===== config.mk =====
export PLATFORM = sky130hd
export DESIGN_NAME = pu_accum_driver
export DESIGN_NICKNAME = d
export VERILOG_FILES = /design/src/rtl/pu_accum_driver.sv
export SDC_FILE = /design/constraint.sdc
export NUM_CORES = 1
export LEC_CHECK = 0
export CORE_ASPECT_RATIO = 1.1
export CORE_MARGIN = 8
export CORE_UTILIZATION = 37
export DETAILED_ROUTE_END_ITERATION = 12
export HOLD_SLACK_MARGIN = 0.08
export PLACE_DENSITY = 0.64
export SLEW_MARGIN = 20
export SYNTH_ARGS = -nofsm -noshare
export SYNTH_HDL_FRONTEND = slang
export SYNTH_SLANG_ARGS = --single-unit

===== constraint.sdc =====
create_clock -name clk -period 3.4 [get_ports clk]
set_clock_uncertainty 0.1 [all_clocks]
set_input_delay 0.68 -clock clk [delete_from_list [all_inputs] [get_ports clk]]
set_output_delay 0.68 -clock clk [all_outputs]
set_load 0.01 [all_outputs]

===== src/rtl/pu_accum_driver.sv =====
// rtl/pu_accum_driver.sv - microprogram sequencer driving one pu_accum instance and capturing its output
module pu_accum_driver #(
    parameter int DATA_WIDTH = 32,
    parameter int ATTR_WIDTH = 4,
    parameter int ADDR_WIDTH = 4,
    parameter int OE_LATENCY = 1
) (
    input  logic                  clk,
    input  logic                  rst,
    input  logic                  prog_we,
    input  logic [ADDR_WIDTH-1:0] prog_addr,
    input  logic [4:0]            prog_word,
    input  logic                  start,
    output logic                  busy,
    output logic                  done,
    input  logic                  op_valid,
    output logic                  op_ready,
    input  logic [DATA_WIDTH-1:0] op_data,
    input  logic [ATTR_WIDTH-1:0] op_attr,
    output logic                  signal_load,
    output logic                  signal_init,
    output logic                  signal_neg,
    output logic                  signal_oe,
    output logic [DATA_WIDTH-1:0] acc_data_out,
    output logic [ATTR_WIDTH-1:0] acc_attr_out,
    input  logic [DATA_WIDTH-1:0] acc_data_in,
    output logic [DATA_WIDTH-1:0] result,
    output logic                  result_valid
);

    localparam int DEPTH = 2 ** ADDR_WIDTH;
    localparam logic [ADDR_WIDTH-1:0] LAST_PC = '1;

    typedef enum logic [1:0] {
        S_IDLE,
        S_RUN,
        S_DRAIN,
        S_DONE
    } state_t;

    state_t                  state;
    logic [ADDR_WIDTH-1:0]   pc;
    logic [4:0]              prog_mem [DEPTH];
    logic [4:0]              word;
    logic                    w_stop;
    logic                    w_oe;
    logic                    w_neg;
    logic                    w_init;
    logic                    w_load;
    logic                    stall;
    logic [OE_LATENCY-1:0]   oe_pipe;
    logic                    capture;

    assign word     = prog_mem[pc];
    assign w_stop   = word[4];
    assign w_oe     = word[3];
    assign w_neg    = word[2];
    assign w_init   = word[1];
    assign w_load   = word[0];
    assign op_ready = (state == S_RUN) && w_load;
    assign stall    = w_load && !op_valid;
    assign capture  = oe_pipe[OE_LATENCY-1];

    // Program memory survives reset; it can only be rewritten while idle.
    always_ff @(posedge clk) begin
        if (prog_we && state == S_IDLE) begin
            prog_mem[prog_addr] <= prog_word;
        end
    end

    always_ff @(posedge clk) begin
        if (rst) begin
            state        <= S_IDLE;
            pc           <= '0;
            busy         <= 1'b0;
            done         <= 1'b0;
            signal_load  <= 1'b0;
            signal_init  <= 1'b0;
            signal_neg   <= 1'b0;
            signal_oe    <= 1'b0;
            acc_data_out <= '0;
            acc_attr_out <= '0;
            result       <= '0;
            result_valid <= 1'b0;
            oe_pipe      <= '0;
        end else begin
            signal_load  <= 1'b0;
            signal_init  <= 1'b0;
            signal_neg   <= 1'b0;
            signal_oe    <= 1'b0;
            acc_data_out <= '0;
            acc_attr_out <= '0;
            done         <= 1'b0;
            result_valid <= 1'b0;

            // oe_pipe[k] is signal_oe delayed by k+1 cycles; the last stage lines up with valid acc_data_in.
            oe_pipe[0] <= signal_oe;
            for (int i = 1; i < OE_LATENCY; i++) begin
                oe_pipe[i] <= oe_pipe[i-1];
            end

            if (capture) begin
                result       <= acc_data_in;
                result_valid <= 1'b1;
            end

            case (state)
                S_IDLE: begin
                    if (start) begin
                        pc    <= '0;
                        busy  <= 1'b1;
                        state <= S_RUN;
                    end
                end
                S_RUN: begin
                    if (!stall) begin
                        signal_load <= w_load;
                        signal_init <= w_init;
                        signal_neg  <= w_neg;
                        signal_oe   <= w_oe;
                        if (w_load) begin
                            acc_data_out <= op_data;
                            acc_attr_out <= op_attr;
                        end
                        if (w_stop || pc == LAST_PC) begin
                            state <= S_DRAIN;
                        end else begin
                            pc <= pc + ADDR_WIDTH'(1);
                        end
                    end
                end
                S_DRAIN: begin
                    if (!signal_oe && oe_pipe == '0) begin
                        busy  <= 1'b0;
                        done  <= 1'b1;
                        state <= S_DONE;
                    end
                end
                S_DONE: begin
                    state <= S_IDLE;
                end
                default: begin
                    state <= S_IDLE;
                end
            endcase
        end
    end

endmodule


==> report_table.html <==
<table>
<tr><th>Metric</th><th>Value</th></tr>
<tr><th colspan="2">Critical path</th></tr>
<tr><td>Dominant delay contributor by cell family on the critical path</td><td>multiplexers</td></tr>
<tr><td>Path type of the worst setup path</td><td>register to output pin</td></tr>
<tr><td>Depth of the most critical reg-to-reg path</td><td>7</td></tr>
<tr><td>Buffers and inverters on the worst path</td><td>1</td></tr>
<tr><td>Master of the slowest instance on the critical path</td><td>mux4_1</td></tr>
<tr><td>Critical path endpoint category</td><td>output pin</td></tr>
<tr><td>Data arrival time of the worst path</td><td>2.52 ns</td></tr>
<tr><td>Worst stage delay on the critical path</td><td>0.60 ns</td></tr>
<tr><td>Logic depth of the worst setup path including buffers</td><td>5</td></tr>
<tr><td>Required @ worst endpoint</td><td>2.62 ns</td></tr>
<tr><td>Critical-path cell list</td><td>mux4_1 -&gt; a22oi_2 -&gt; o21a_1 -&gt; nor2b_1 -&gt; clkdlybuf4s50_1</td></tr>
<tr><td>Launching element type of the critical path</td><td>register</td></tr>
<tr><td>Maximum net fanout on the critical path</td><td>9</td></tr>
<tr><th colspan="2">Clock network</th></tr>
<tr><td>Maximum level of the CTS H-tree</td><td>4</td></tr>
<tr><td>CTS Buffer Depth</td><td>2</td></tr>
<tr><td>Clock buffer count from CTS</td><td>17</td></tr>
<tr><td>Buffer cell driving the clock tree root</td><td>clkbuf_16</td></tr>
<tr><td>Num Clock Sinks</td><td>166</td></tr>
<tr><td>Clock latency reported for the late side of the worst-skew pair</td><td>0.42 ns</td></tr>
<tr><td>Clock-pin slew on the worst setup and hold paths</td><td>0.06 ns</td></tr>
<tr><td>Resized Gates After CTS</td><td>1</td></tr>
<tr><td>Buffer count from post-CTS setup fixing</td><td>0</td></tr>
<tr><td>Clock tree from TritonCTS</td><td>built</td></tr>
<tr><td>Hold_buf cts</td><td>0</td></tr>
<tr><th colspan="2">Detailed routing</th></tr>
<tr><td>Residual antenna-violating net count after detailed routing</td><td>0</td></tr>
<tr><td>Overall via count from detail_route</td><td>3783</td></tr>
<tr><td>Detailed router's first-iteration violation count</td><td>154</td></tr>
<tr><td>Drt wl/cell</td><td>17.6 µm</td></tr>
<tr><td>Via density per instance</td><td>4.76</td></tr>
<tr><td>Total detailed-routing wirelength</td><td>14000 µm</td></tr>
<tr><td>Remaining DRCs</td><td>0</td></tr>
<tr><td>Length of the first detailed-routing pass in iterations</td><td>4</td></tr>
<tr><th colspan="2">Pwr</th></tr>
<tr><td>Static leakage</td><td>0.00288 µW</td></tr>
<tr><td>Peak VDD IR</td><td>375 µV</td></tr>
<tr><td>Power density of the placed cells</td><td>583 mW/mm²</td></tr>
<tr><th colspan="2">GRT</th></tr>
<tr><td>Grt total ovfl</td><td>0</td></tr>
<tr><td>Largest net degree at the start of global routing</td><td>46</td></tr>
<tr><td>Number of global-route vias before repair</td><td>3893</td></tr>
<tr><td>First-pass GRT wire length</td><td>21300 µm</td></tr>
<tr><td>Number of antenna violations at the first check in global routing</td><td>0</td></tr>
<tr><td>Total routing resource utilization after global routing</td><td>13.7%</td></tr>
<tr><th colspan="2">Synth</th></tr>
<tr><td>Synthesized-area fraction occupied by ao, oa, aoi and oai cells</td><td>3.03%</td></tr>
<tr><td>Largest family of logic cells by synthesized area</td><td>multiplexers</td></tr>
<tr><td>Synth Warn #</td><td>0</td></tr>
<tr><td>Share of synthesized area occupied by flip-flops and latches</td><td>68.4%</td></tr>
<tr><td>Mapped Area</td><td>0.00603 mm²</td></tr>
<tr><td>Area share of the leading cell type in the synthesized netlist</td><td>39.9%</td></tr>
<tr><td>Area share of xor/xnor cells in the synthesized design</td><td>0%</td></tr>
<tr><td>Simple-gate portion of the synthesized area</td><td>10.9%</td></tr>
<tr><td>Share of cell area taken by muxes after synthesis</td><td>14.9%</td></tr>
<tr><td>Mean instance size in the synthesized netlist</td><td>14.8 µm²</td></tr>
<tr><td>Number of instances in the synthesized netlist</td><td>407</td></tr>
<tr><td>Area share of fa/ha/maj cells after synthesis</td><td>1.04%</td></tr>
<tr><td>Number of unique standard cell types used by synthesis</td><td>42</td></tr>
<tr><td>Cell type with the largest total area after synthesis</td><td>edfxtp_1</td></tr>
<tr><td>Leading cell types by total area after synthesis</td><td>edfxtp_1, dfxtp_1, mux4_2, mux2i_1, and2_1</td></tr>
<tr><td>Synthesized net count</td><td>494</td></tr>
<tr><td>Register bit count reported by yosys</td><td>166</td></tr>
<tr><th colspan="2">Hold path</th></tr>
<tr><td>Classification of the worst-slack hold path</td><td>register to register</td></tr>
<tr><td>Hold Path Depth</td><td>2</td></tr>
<tr><th colspan="2">STA</th></tr>
<tr><td>Number of hold violations in the final report</td><td>0</td></tr>
<tr><td>RSZ-0062 raised after global routing</td><td>no</td></tr>
<tr><td>Tightest slew margin relative to the limit</td><td>58.8%</td></tr>
<tr><td>Minimum period implied by the final worst setup slack</td><td>3.30 ns</td></tr>
<tr><td>Portion of the clock cycle consumed by the worst path in the final layout</td><td>97.1%</td></tr>
<tr><td>Crit path setup slack, layout</td><td>0.0994 ns</td></tr>
<tr><td>Slew at the pin with the worst max-slew slack</td><td>0.615 ns</td></tr>
<tr><td>Count of final setup violators</td><td>0</td></tr>
<tr><td>Max frequency</td><td>303 MHz</td></tr>
<tr><td>Number of max-slew violations in the final report</td><td>0</td></tr>
<tr><td>Setup TNS Final</td><td>0 ns</td></tr>
<tr><th colspan="2">Floorplan</th></tr>
<tr><td>Area of the core</td><td>0.0161 mm²</td></tr>
<tr><td>Chip height</td><td>150 µm</td></tr>
<tr><td>Rows</td><td>49</td></tr>
<tr><td>Number of top-level design ports</td><td>158</td></tr>
<tr><td>Horizontal die dimension</td><td>138 µm</td></tr>
<tr><td>Starting utilization of the core area</td><td>37.4%</td></tr>
<tr><td>Die footprint</td><td>0.0206 mm²</td></tr>
<tr><th colspan="2">Placement</th></tr>
<tr><td>Total instance count after detailed placement</td><td>762</td></tr>
<tr><td>Placer Congestion</td><td>0.817</td></tr>
<tr><td>Total of buffers placed on input and output ports</td><td>157</td></tr>
<tr><td>DP Wirelength</td><td>10200 µm</td></tr>
<tr><td>Setup WS pre-CTS</td><td>0.342 ns</td></tr>
<tr><th colspan="2">Layout</th></tr>
<tr><td>Total inserted antenna cells</td><td>0</td></tr>
<tr><td>Commonest cells after routing, fill and taps aside</td><td>clkdlybuf4s50_1, dfxtp_1, edfxtp_1</td></tr>
<tr><td>Most common cell after layout, fill and taps aside</td><td>clkdlybuf4s50_1</td></tr>
<tr><td>Final net count</td><td>664</td></tr>
<tr><td>Final cell count without fillers</td><td>794</td></tr>
<tr><td>Layout fillers</td><td>1351</td></tr>
<tr><td>Post-synthesis to final-layout area growth</td><td>40.7%</td></tr>
<tr><td>Share of post-route cells with drive strength above 1</td><td>12.2%</td></tr>
<tr><th colspan="2">Run status</th></tr>
<tr><td>Run status</td><td>finished, final reports clean</td></tr>
<tr><th colspan="2">Run</th></tr>
<tr><td>Max-cap viol count</td><td>0</td></tr>
</table>
[worst register-to-register path, cell delays in order, from the launching register on]
cell and delay [ns]:
dfxtp_4 0.42, buf_4 0.24, mux4_2 0.52, mux2_4 0.29
o22ai_4 0.23, inv_2 0.08, or3_1 0.38, a31oi_1 0.14
[worst paths after layout]
check            start   endpoint  slack [ns]
max           register   op_ready         0.1
min          result[6]  result[6]        0.39
max reg2reg   register   register        0.91
min reg2reg  result[6]  result[6]        0.39
[power breakdown]
part	internal, µW	switching [µW]	total [µW]
Clock	1160	783	1940
Combinational	401	364	765
Sequential	2190	52.6	2240
Total	3750	1200	4950
[registers in the layout, indices dropped and copies added (netlist names), 2 cells and up, named ones only]
| signal | count |
|---|---|
| prog_mem | 80 |
| acc_attr_out | 4 |
| state | 2 |
| pc | 4 |
| result | 32 |
| acc_data_out | 32 |
[cells by family (layout without fill, tap and decap cells)]
family	count (synthesis)	after routing
flops	166	166
simple gates	128	128
mux	62	62
buf+inv	24	207
compound gates	22	22
fa+ha+maj	5	5
[layer usage]
| layer | vias to the layer above | track usage [%] | wire, µm |
|---|---|---|---|
| li1 | 1812 | - | - |
| met1 | 1809 | 16.9 | 5920 |
| met2 | 142 | 21.9 | 6710 |
| met3 | 20 | 4.06 | 1120 |
| met4 | 0 | 5.38 | 210 |
| met5 | - | 0 | 0 |
[cell usage after synthesis, drive strengths merged]
master,n
dfxtp,86
edfxtp,80
nor2,53
mux2i,39
and2,36
mux4,21
clkbuf,12
nand2b,8
nor2b,8
inv,7
nand2,7
buf,5
ha,5
nand3,4
nor3,4
a21oi,3
o21ai,3
a221oi,2
a22oi,2
a31oi,2
mux2,2
nand4,2
o22ai,2
o2bb2ai,2
o32ai,2
or3,2
a211oi,1
nand3b,1
nand4b,1
nor4,1
o211ai,1
o21a,1
o221ai,1
or3b,1
[per-stage QoR]
step | hold slack (ns) | total power [µW] | util (%) | area (µm²)
2_1_floorplan | 0.369 | 2720 | - | 6030
3_3_place_gp | 0.374 | 3040 | 48.8 | 7860
3_5_place_dp | 0.383 | 3060 | 48.8 | 7860
4_1_cts | 0.398 | 5010 | 52.5 | 8460
5_1_grt | 0.419 | 5170 | 52.6 | 8480
6_report | 0.389 | 4950 | 52.6 | 8480
[cell type report]
| type | count | area [µm²] | area share, % |
|---|---|---|---|
| clock buffer | 17 | 425 | 5.02 |
| clock inverter | 15 | 175 | 2.07 |
| inverter | 7 | 26.3 | 0.310 |
| multi-input combinational | 217 | 1810 | 21.4 |
| sequential | 166 | 4130 | 48.7 |
| tap | 204 | 255 | 3.01 |
| timing repair buffer | 168 | 1650 | 19.5 |
No activity file was read; power rests on OpenSTA's default activity.
